<file path="src/rtl/pe_conv_ctrl_pkg.sv">
// Shared widths, FSM encoding and 3x3 tap decode for the PE convolution sequencer.
// Pure definitions: no latency, no backpressure.
package pe_conv_ctrl_pkg;

    localparam int BIT_W       = 8;
    localparam int PE_IMAGE_W  = 144;
    localparam int PE_KERNEL_W = 144;
    localparam int PE_BIAS_W   = 13;
    localparam int PE_OUT_W    = 21;
    localparam int ACC_W       = 22;
    localparam int N_TAPS      = 18;
    localparam int TAP_W       = 5;

    typedef enum logic [2:0] {
        ST_IDLE    = 3'd0,
        ST_LOAD_K  = 3'd1,
        ST_K_DRAIN = 3'd2,
        ST_FETCH   = 3'd3,
        ST_DRAIN   = 3'd4,
        ST_CALC    = 3'd5,
        ST_OUT     = 3'd6,
        ST_DONE    = 3'd7
    } state_t;

    typedef struct packed {
        logic              ch;
        logic signed [1:0] dr;
        logic signed [1:0] dc;
    } tap_t;

    // Tap k = ch*9 + row*3 + col maps to a channel and a (-1..1, -1..1) offset.
    function automatic tap_t tap_decode(input logic [TAP_W-1:0] k);
        tap_t             t;
        logic [TAP_W-1:0] rem;
        t.ch = (k >= TAP_W'(9));
        rem  = t.ch ? (k - TAP_W'(9)) : k;
        case (rem)
            5'd0, 5'd1, 5'd2: t.dr = -2'sd1;
            5'd3, 5'd4, 5'd5: t.dr = 2'sd0;
            default:          t.dr = 2'sd1;
        endcase
        case (rem)
            5'd0, 5'd3, 5'd6: t.dc = -2'sd1;
            5'd1, 5'd4, 5'd7: t.dc = 2'sd0;
            default:          t.dc = 2'sd1;
        endcase
        return t;
    endfunction

endpackage

</file>
<file path="src/rtl/pe_requant.sv">
// Bias add, round half-up by ROUND_SH, saturate the PE sum to int8.
// Combinational, zero latency; no flow control.
module pe_requant
    import pe_conv_ctrl_pkg::*;
#(
    parameter int ROUND_SH = 4
) (
    input  logic signed [PE_OUT_W-1:0]  i_sum,
    input  logic signed [PE_BIAS_W-1:0] i_bias,
    output logic signed [BIT_W-1:0]     o_data
);

    localparam logic signed [ACC_W-1:0] RND    = ACC_W'((1 << ROUND_SH) >> 1);
    localparam logic signed [ACC_W-1:0] SAT_HI = 22'sd127;
    localparam logic signed [ACC_W-1:0] SAT_LO = -22'sd128;

    logic signed [ACC_W-1:0] acc;
    logic signed [ACC_W-1:0] y;

    always_comb begin
        acc = ACC_W'(i_sum) + ACC_W'(i_bias);
        y   = (acc + RND) >>> ROUND_SH;
        if (y > SAT_HI) begin
            o_data = 8'sh7f;
        end else if (y < SAT_LO) begin
            o_data = 8'sh80;
        end else begin
            o_data = y[BIT_W-1:0];
        end
    end

endmodule

</file>
<file path="src/rtl/pe_conv_ctrl.sv">
// Streams 3x3 2-channel convolution outputs from SRAM through an external PE.
// 21 cycles/pixel, first output 40 cycles after start; stalls in OUT while !i_out_ready.
module pe_conv_ctrl
    import pe_conv_ctrl_pkg::*;
#(
    parameter int IMG_W    = 8,
    parameter int IMG_H    = 8,
    parameter int ADDR_W   = 12,
    parameter int IMG_BASE = 0,
    parameter int KER_BASE = 128,
    parameter int ROUND_SH = 4
) (
    input  logic                          i_clk,
    input  logic                          i_rst_n,
    input  logic                          i_start,
    input  logic signed [PE_BIAS_W-1:0]   i_bias,
    output logic                          o_busy,
    output logic                          o_done,
    output logic                          o_mem_rd,
    output logic [ADDR_W-1:0]             o_mem_addr,
    input  logic [BIT_W-1:0]              i_mem_rdata,
    output logic [PE_IMAGE_W-1:0]         o_pe_image,
    output logic [PE_KERNEL_W-1:0]        o_pe_kernel,
    input  logic signed [PE_OUT_W-1:0]    i_pe_result,
    output logic                          o_out_valid,
    input  logic                          i_out_ready,
    output logic signed [BIT_W-1:0]       o_out_data,
    output logic [ADDR_W-1:0]             o_out_idx
);

    localparam int CW = ADDR_W + 2;

    state_t                      state_q, state_d;
    logic [TAP_W-1:0]            tap_q, tap_d;
    logic [ADDR_W-1:0]           row_q, row_d;
    logic [ADDR_W-1:0]           col_q, col_d;
    logic [ADDR_W-1:0]           pix_q, pix_d;
    logic signed [PE_BIAS_W-1:0] bias_q, bias_d;
    logic [PE_IMAGE_W-1:0]       img_q, img_d;
    logic [PE_KERNEL_W-1:0]      ker_q, ker_d;
    logic                        wr_en_q, wr_en_d;
    logic                        wr_ker_q, wr_ker_d;
    logic                        wr_pad_q, wr_pad_d;
    logic [TAP_W-1:0]            wr_slot_q, wr_slot_d;
    logic [BIT_W-1:0]            out_dat_q, out_dat_d;
    logic [ADDR_W-1:0]           out_idx_q, out_idx_d;

    tap_t                        td;
    logic signed [CW-1:0]        tap_r, tap_c;
    logic [ADDR_W-1:0]           tap_lin;
    logic                        tap_pad;
    logic [ADDR_W-1:0]           img_addr;
    logic                        rd_en;
    logic [ADDR_W-1:0]           rd_addr;
    logic signed [BIT_W-1:0]     req_dat;

    pe_requant #(
        .ROUND_SH (ROUND_SH)
    ) u_requant (
        .i_sum  (i_pe_result),
        .i_bias (bias_q),
        .o_data (req_dat)
    );

    // Window tap position relative to the current output pixel, with pad detection.
    always_comb begin
        td       = tap_decode(tap_q);
        tap_r    = $signed({2'b00, row_q}) + CW'($signed(td.dr));
        tap_c    = $signed({2'b00, col_q}) + CW'($signed(td.dc));
        tap_pad  = tap_r[CW-1] || tap_c[CW-1] ||
                   (tap_r >= CW'(IMG_H)) || (tap_c >= CW'(IMG_W));
        tap_lin  = tap_r[ADDR_W-1:0] * ADDR_W'(IMG_W) + tap_c[ADDR_W-1:0];
        img_addr = ADDR_W'(IMG_BASE) + (td.ch ? ADDR_W'(IMG_H * IMG_W) : '0) + tap_lin;
    end

    always_comb begin
        state_d   = state_q;
        tap_d     = tap_q;
        row_d     = row_q;
        col_d     = col_q;
        pix_d     = pix_q;
        bias_d    = bias_q;
        wr_en_d   = 1'b0;
        wr_ker_d  = 1'b0;
        wr_pad_d  = 1'b0;
        wr_slot_d = tap_q;
        out_dat_d = out_dat_q;
        out_idx_d = out_idx_q;
        rd_en     = 1'b0;
        rd_addr   = '0;

        case (state_q)
            ST_IDLE: begin
                if (i_start) begin
                    bias_d  = i_bias;
                    tap_d   = '0;
                    row_d   = '0;
                    col_d   = '0;
                    pix_d   = '0;
                    state_d = ST_LOAD_K;
                end
            end
            ST_LOAD_K: begin
                rd_en    = 1'b1;
                rd_addr  = ADDR_W'(KER_BASE) + ADDR_W'(tap_q);
                wr_en_d  = 1'b1;
                wr_ker_d = 1'b1;
                if (tap_q == TAP_W'(N_TAPS - 1)) begin
                    tap_d   = '0;
                    state_d = ST_K_DRAIN;
                end else begin
                    tap_d = tap_q + 1'b1;
                end
            end
            ST_K_DRAIN: state_d = ST_FETCH;
            ST_FETCH: begin
                // Padded taps skip the read; the slot is still written (with zero) next cycle.
                rd_en    = !tap_pad;
                rd_addr  = tap_pad ? '0 : img_addr;
                wr_en_d  = 1'b1;
                wr_pad_d = tap_pad;
                if (tap_q == TAP_W'(N_TAPS - 1)) begin
                    tap_d   = '0;
                    state_d = ST_DRAIN;
                end else begin
                    tap_d = tap_q + 1'b1;
                end
            end
            ST_DRAIN: state_d = ST_CALC;
            ST_CALC: begin
                out_dat_d = req_dat;
                out_idx_d = pix_q;
                state_d   = ST_OUT;
            end
            ST_OUT: begin
                if (i_out_ready) begin
                    if (pix_q == ADDR_W'(IMG_W * IMG_H - 1)) begin
                        state_d = ST_DONE;
                    end else begin
                        pix_d = pix_q + 1'b1;
                        if (col_q == ADDR_W'(IMG_W - 1)) begin
                            col_d = '0;
                            row_d = row_q + 1'b1;
                        end else begin
                            col_d = col_q + 1'b1;
                        end
                        state_d = ST_FETCH;
                    end
                end
            end
            ST_DONE: state_d = ST_IDLE;
            default: state_d = ST_IDLE;
        endcase
    end

    // Read data lands one cycle after issue into the slot recorded at issue time.
    always_comb begin
        img_d = img_q;
        ker_d = ker_q;
        for (int k = 0; k < N_TAPS; k++) begin
            if (wr_en_q && (wr_slot_q == TAP_W'(k))) begin
                if (wr_ker_q) begin
                    ker_d[PE_KERNEL_W-1-8*k -: 8] = i_mem_rdata;
                end else begin
                    img_d[PE_IMAGE_W-1-8*k -: 8] = wr_pad_q ? '0 : i_mem_rdata;
                end
            end
        end
    end

    always_ff @(posedge i_clk or negedge i_rst_n) begin
        if (!i_rst_n) begin
            state_q   <= ST_IDLE;
            tap_q     <= '0;
            row_q     <= '0;
            col_q     <= '0;
            pix_q     <= '0;
            bias_q    <= '0;
            img_q     <= '0;
            ker_q     <= '0;
            wr_en_q   <= 1'b0;
            wr_ker_q  <= 1'b0;
            wr_pad_q  <= 1'b0;
            wr_slot_q <= '0;
            out_dat_q <= '0;
            out_idx_q <= '0;
        end else begin
            state_q   <= state_d;
            tap_q     <= tap_d;
            row_q     <= row_d;
            col_q     <= col_d;
            pix_q     <= pix_d;
            bias_q    <= bias_d;
            img_q     <= img_d;
            ker_q     <= ker_d;
            wr_en_q   <= wr_en_d;
            wr_ker_q  <= wr_ker_d;
            wr_pad_q  <= wr_pad_d;
            wr_slot_q <= wr_slot_d;
            out_dat_q <= out_dat_d;
            out_idx_q <= out_idx_d;
        end
    end

    assign o_busy      = (state_q != ST_IDLE);
    assign o_done      = (state_q == ST_DONE);
    assign o_mem_rd    = rd_en;
    assign o_mem_addr  = rd_addr;
    assign o_pe_image  = img_q;
    assign o_pe_kernel = ker_q;
    assign o_out_valid = (state_q == ST_OUT);
    assign o_out_data  = out_dat_q;
    assign o_out_idx   = out_idx_q;

endmodule

</file>
<file path="config.mk">
export PLATFORM = sky130hd
export DESIGN_NAME = pe_conv_ctrl
export DESIGN_NICKNAME = d
export VERILOG_FILES = /design/src/rtl/pe_conv_ctrl_pkg.sv /design/src/rtl/pe_requant.sv /design/src/rtl/pe_conv_ctrl.sv
export SDC_FILE = /design/constraint.sdc
export NUM_CORES = 1
export LEC_CHECK = 0
export CAP_MARGIN = 10
export CORE_MARGIN = 1
export CORE_UTILIZATION = 43
export DETAILED_ROUTE_END_ITERATION = 16
export DONT_BUFFER_PORTS = 1
export GPL_TIMING_DRIVEN = 0
export MAX_ROUTING_LAYER = met4
export SYNTH_ARGS = -nofsm -noshare
export SYNTH_HDL_FRONTEND = slang
export SYNTH_SLANG_ARGS = --single-unit
</file>
<file path="constraint.sdc">
create_clock -name i_clk -period 10 [get_ports i_clk]
set_clock_uncertainty 0.05 [all_clocks]
set_input_delay 1.5 -clock i_clk [delete_from_list [all_inputs] [get_ports i_clk]]
set_output_delay 1.5 -clock i_clk [all_outputs]
set_load 0.005 [all_outputs]
</file>
* After elaboration in Yosys (flattened, before gate mapping)
Index checks and enable logic that the tools add are counted.
** Storage, ports and cells
- Bits in registers :: 373
- Input port bits :: 46
- Output and inout bits :: 324
- Word-level logic and storage cells :: 214
** Operators by class
- Add/subtract/negate cells :: 12
- $lt $le $gt $ge :: 5
- Equal/unequal tests :: 40
- Muxes and demuxes :: 34
- Bitwise gates (word level) :: 1
- Reduce and logical (&&, ||, !) cells :: 74
** Operators with widths (count)
- 2-to-1 mux 12 bit :: 10
- one-hot mux 12 bit (2 select lines) :: 4
- AND reduction 2 bit :: 38
- equality test 5 x 3 -> 1 bit (second input constant) :: 8
- equality test 5 x 4 -> 1 bit (second input constant) :: 8
- adder 12 x 1 -> 12 bit (second input constant) :: 3
- adder 13 x 2 -> 14 bit :: 2
- >= comparator 14 x 5 -> 1 bit (second input constant) :: 2
- 2-to-1 mux 8 bit :: 3
- one-hot mux 3 bit (8 select lines) :: 1
- adder 21 x 13 -> 22 bit :: 1
- adder 22 x 5 -> 22 bit (second input constant) :: 1
- equality test 5 x 2 -> 1 bit (second input constant) :: 4
- > comparator 18 x 8 -> 1 bit (second input constant) :: 1
- logical AND 1 bit :: 18
- < comparator 18 x 8 -> 1 bit (second input constant) :: 1
- equality test 5 bit (second input constant) :: 3
- 2-to-1 mux 3 bit :: 5
- 2-to-1 mux 5 bit :: 3
- adder 12 bit :: 1
- adder 7 x 12 -> 12 bit :: 1
- equality test 12 x 3 -> 1 bit (second input constant) :: 1
- equality test 12 x 6 -> 1 bit (second input constant) :: 1
- equality test 3 bit (second input constant) :: 4
- 25 further kinds :: 42

* Logic depth before layout (Yosys ltp)
- Depth in word-level cells :: 11
- Mapped depth :: 25
- Gate-level depth less buffers :: 24

* Cells and area by module
A second synthesis with hierarchy kept.
** Second synthesis, totals
- Cell total of the unflattened synthesis :: 1621
- Area, all modules :: 18069.8 um^2
** Modules (own cells, without submodules)
- pe_conv_ctrl :: instances 1, cells each 1447, area each 16701.0 um^2, seq. area each 9334.0 um^2
- pe_requant :: instances 1, cells each 174, area each 1368.8 um^2, seq. area each 0.0 um^2

* Least setup slack after synthesis
OpenSTA, ideal clock, no wires.
- Path kind :: flip-flop to output port
- Start :: register tap_q[1]
- End :: output o_mem_addr[11]
- Data arrival time :: 5600 ps
- Required time :: 8450 ps
- Slack :: 2850 ps
- Cell stages (with the launch flop) :: 23
- Path buffers :: 1
- Cell sequence :: dfrtp_1 -> clkbuf_1 -> inv_1 -> ha_1 -> o41ai_1 -> and2b_1 -> inv_1 -> or3_1 -> a31oi_1 -> ha_1 -> a21o_1 -> a21o_1 -> a21o_1 -> a21oi_2 -> xnor2_1 -> fa_1 -> ha_1 -> a21oi_1 -> o21bai_1 -> a21oi_1 -> o21ai_0 -> xnor2_1 -> and3_1
** Between the ends
- Longest elaborated chain between the ends :: 11
- Elaborated cells between the ends (all ways) :: 29
- Classes of those cells :: add/sub (5); order compare (3); eq/ne (7); mux (6); reduce/logical (8)
** Ends and longest elaborated chain
- start, declared :: line pe_conv_ctrl.sv:34 : logic [TAP_W-1:0] tap_q, tap_d;
- start signal, assigned :: line pe_conv_ctrl.sv:189 : tap_q <= tap_d;
- parallel branches: the longest is 9 deep, another holds adder 13 x 2 -> 14 bit
- 2-to-1 mux 12 bit (*) :: line pe_conv_ctrl.sv:119 : rd_addr = tap_pad ? '0 : img_addr;
- one-hot mux 12 bit (2 select lines) (*) :: line pe_conv_ctrl.sv:92 : case (state_q)
- end, declared :: line pe_conv_ctrl.sv:20 : output logic [ADDR_W-1:0] o_mem_addr,
Every way passes the cells marked *.

* Worst setup path after layout
- Start :: register tap_q[1]
- End :: output o_mem_addr[7]
** Between the ends
- Longest elaborated chain between the ends :: 11
- Elaborated cells between the ends (all ways) :: 30
- Classes of those cells :: add/sub (6); order compare (3); eq/ne (7); mux (6); reduce/logical (8)
** Ends and longest elaborated chain (line)
- parallel branches: the longest is 10 deep, another holds adder 13 x 2 -> 14 bit
- one-hot mux 12 bit (2 select lines) (*) :: pe_conv_ctrl.sv:92
Marked as above.

==> qor.txt <==
Lkg Pwr = 9.281 nW
status = completed
ranking of synthesized cells by area = dfrtp_1 53%, mux2_2 13%, ha_1 6.0%
Pre-Repair DR Iteration Count = 4
Core Area = 40100 um^2
post-synthesis cell area = 17600 um^2
YS warnings = 0
top_reg_cell synth = dfrtp_1
most frequent cell after synthesis = dfrtp_1
diode count = 0
synth unique cells = 67
worst hold slack = 367.6 ps
Max rail drop VDD = 189.7 uV
DRT iter0 DRCs = 568
DR vias/cell = 5.615
critical-path cell list = clkbuf_1 -> inv_1 -> ha_1 -> o41ai_1 -> and2b_1 -> inv_1 -> or3_1 -> a31oi_2 -> ha_1 -> a21o_1 -> a21o_1 -> a21o_1 -> a21oi_2 -> xnor2_1 -> fa_1 -> ha_1 -> a21oi_1 -> xnor2_1 -> or3_1 -> o21ai_0
clock sinks = 373
# IOs = 370
Slew Viols, Final = 0
endpoints failing hold = 0
all-layer global routing usage = 23.54%
row cnt = 73
setup slack, reg-to-reg = 3910 ps
f_max = 0.1195 GHz
starting density of the core = 43.90%
Max clock buf depth = 3
Max Cap Violations = 0
Worst Reg2Reg Path Length in Cells = 18
GRT Residual Overflow = 0
critical path class = reg -> out
final setup vio count = 0
# Post-CTS Setup Buffers = 0
synthesized flop and latch total = 373
Die W = 204.3 um
Critical Path AT = 6820 ps
Setup TNS Final = 0 ps
fraction of the cycle the final worst path needs = 83.68%
Critical R2R Launch = tap_q[1]$_DFFE_PN0P_
Crit-path slowest cell = a31oi_2
Crit path largest cell delay = 720 ps
Post-synth ARST share = 100.0%
Core Util, Final = 49.06%
root buffer cell = clkbuf_16
Power per Cell Area = 320.6 nW/um^2
post-layout min period = 8368 ps
vias in the first global route = 11974
CP required = 8450 ps
gpl congestion = 0.8493
clk slew on worst S/H paths = 60 ps
Post-DP HPWL = 34660 um
Synth area leader = dfrtp_1
H-tree Lvls = 2
share of the synthesized area in the top cell type = 53.03%
drt wl/cell = 21.92 um
Layout fillers = 3600
crit end category = primary output
nets = 1758
cts bufs inserted = 41
pin count of the biggest net entering global routing = 374
Rel. slew slack = 33.25%
post-synthesis sequential area ratio = 53.03%
Post-Route WL = 47740 um
Die ar. = 41750 um^2
clock latency on the worst-skew pair = 560 ps
Worst Hold End = wr_slot_q[4]$_DFF_PN0_
Die Ht = 204.3 um
hold crit path type = reg -> reg
Tightest Pin Transition = 997.6 ps
Buffers on Ports = 0
RSZ-0062 raised after global routing = no
r2r endpoint = wr_pad_q$_DFF_PN0_
DRC Markers = 0
Post-CTS Resized = 0
first-pass GRT wire length = 72440 um
via count = 12230
fraction of layout cells with a size suffix above 1 = 17.54%
Post-Synthesis Cells = 1578
hold depth = 0
cts hold-fix bufs = 0
Mapped Avg Cell Area = 11.15 um^2
most common library cells after synthesis = 373 x dfrtp_1, 216 x nand2_1, 203 x mux2_2
crit path max fanout = 15
Routed Antenna Nets = 0
number of synthesized flops with an enable pin = 0
syn nets = 1713
Syn-to-layout area delta = 11.76%
initial antenna violation count = 1
hold_sp = tap_q[4]$_DFFE_PN0P_
total chip power = 6.306 mW
Critical Path Source Type = flop
TritonCTS clock tree = done
## flip-flops by register name, indices dropped and copies added, names as in the netlist
name	flops
wr_pad_q	1
state_q	3
wr_en_q	1
o_pe_kernel	144
tap_q	5
row_q	12
bias_q	13
pix_q	12
wr_slot_q	5
wr_ker_q	1
o_out_idx	12
o_out_data	8
o_pe_image	144
col_q	12
## per-layer routing
layer	wire length, um	track usage, %
met4	1268	7.836
met5	0	-
met2	22010	36.74
met1	19450	27.95
met3	5013	8.753
## worst max-delay path by stage
stage                         start        endpoint  slack, ps  cells past startpoint
3_3_place_gp   tap_q[1]$_DFFE_PN0P_  o_mem_addr[11]       1790                     22
6_report       tap_q[1]$_DFFE_PN0P_   o_mem_addr[7]       1630                     20
4_1_cts        tap_q[1]$_DFFE_PN0P_  o_mem_addr[11]       1570                     22
2_1_floorplan  tap_q[1]$_DFFE_PN0P_  o_mem_addr[11]       2850                     22
5_1_grt        tap_q[1]$_DFFE_PN0P_  o_mem_addr[11]       1100                     22
3_5_place_dp   tap_q[1]$_DFFE_PN0P_  o_mem_addr[11]       2180                     22
## critical path: cells and delay by family, from the launching register on
| family | cells | cell delay (ps) |
|---|---|---|
| buffers and inverters | 3 | 630 |
| flip-flops | 1 | 480 |
| AND/OR/NAND/NOR | 3 | 950 |
| adder cells (fa/ha/maj) | 4 | 1510 |
| XOR/XNOR | 2 | 350 |
| AO/OA/AOI/OAI | 8 | 2330 |
## where the power goes
group	leakage, nW	total [mW]	switching (mW)	internal [mW]
logic	3.89	2.36	1.35	1.01
clock network	0.671	1.55	0.628	0.917
registers	4.72	2.40	0.452	1.95
## area by class of cell
| type | instances | area (um^2) | share of cell area [%] |
|---|---|---|---|
| plain buffers | 59 | 221.5 | 1.126 |
| flip-flops and latches | 373 | 9334 | 47.45 |
| multi-input cells | 1113 | 7939 | 40.35 |
| repair buffers | 2 | 18.77 | 0.09540 |
| inverters | 33 | 123.9 | 0.6297 |
| clock inverters | 11 | 172.7 | 0.8777 |
| clock buffers | 62 | 1206 | 6.131 |
| well taps | 525 | 656.9 | 3.339 |
## through the flow
| stage | instance area [um^2] | setup slack (ps) | std cells |
|---|---|---|---|
| detailed placement | 18290 | 2181 | 2104 |
| global placement | 18260 | 1790 | 2103 |
| finish | 19670 | 1632 | 2178 |
| floorplan | 17600 | 2850 | 1578 |
| CTS | 19670 | 1570 | 2177 |
| global route | 19670 | 1098 | 2178 |
## cells by family (layout without fill, tap and decap cells)
kind of cell / count (synthesis) / after routing / synth area share, %
buffers and inverters: 92 / 167 / 1.962
multiplexers: 203 / 203 / 12.99
flip-flops: 373 / 373 / 53.03
AO/OA/AOI/OAI: 309 / 309 / 10.60
XOR/XNOR: 56 / 56 / 2.786
AND/OR/NAND/NOR: 456 / 456 / 12.14
adder cells (fa/ha/maj): 89 / 89 / 6.497
## placed cells by master (no fill, tap or decap), types with 9 or more instances in the layout
master     Yosys  layout
or3_1         10      10
ha_1          85      85
a31oi_1       10       9
nand3_1       23      23
nand2_1      216     216
xor2_1        24      24
a21o_1        21      21
a211oi_1      11      11
clkbuf_16      0      42
dfrtp_1      373     373
a21oi_1       41      41
o21ai_0      162     162
and3_1        19      19
clkbuf_1      57      69
nor2_1        80      80
nand2b_1      17      17
nand4_1       14      14
inv_1         32      32
mux2_2       203     203
nor2b_1       17      17
xnor2_1       32      32
No activity file was read; power rests on OpenSTA's default activity.
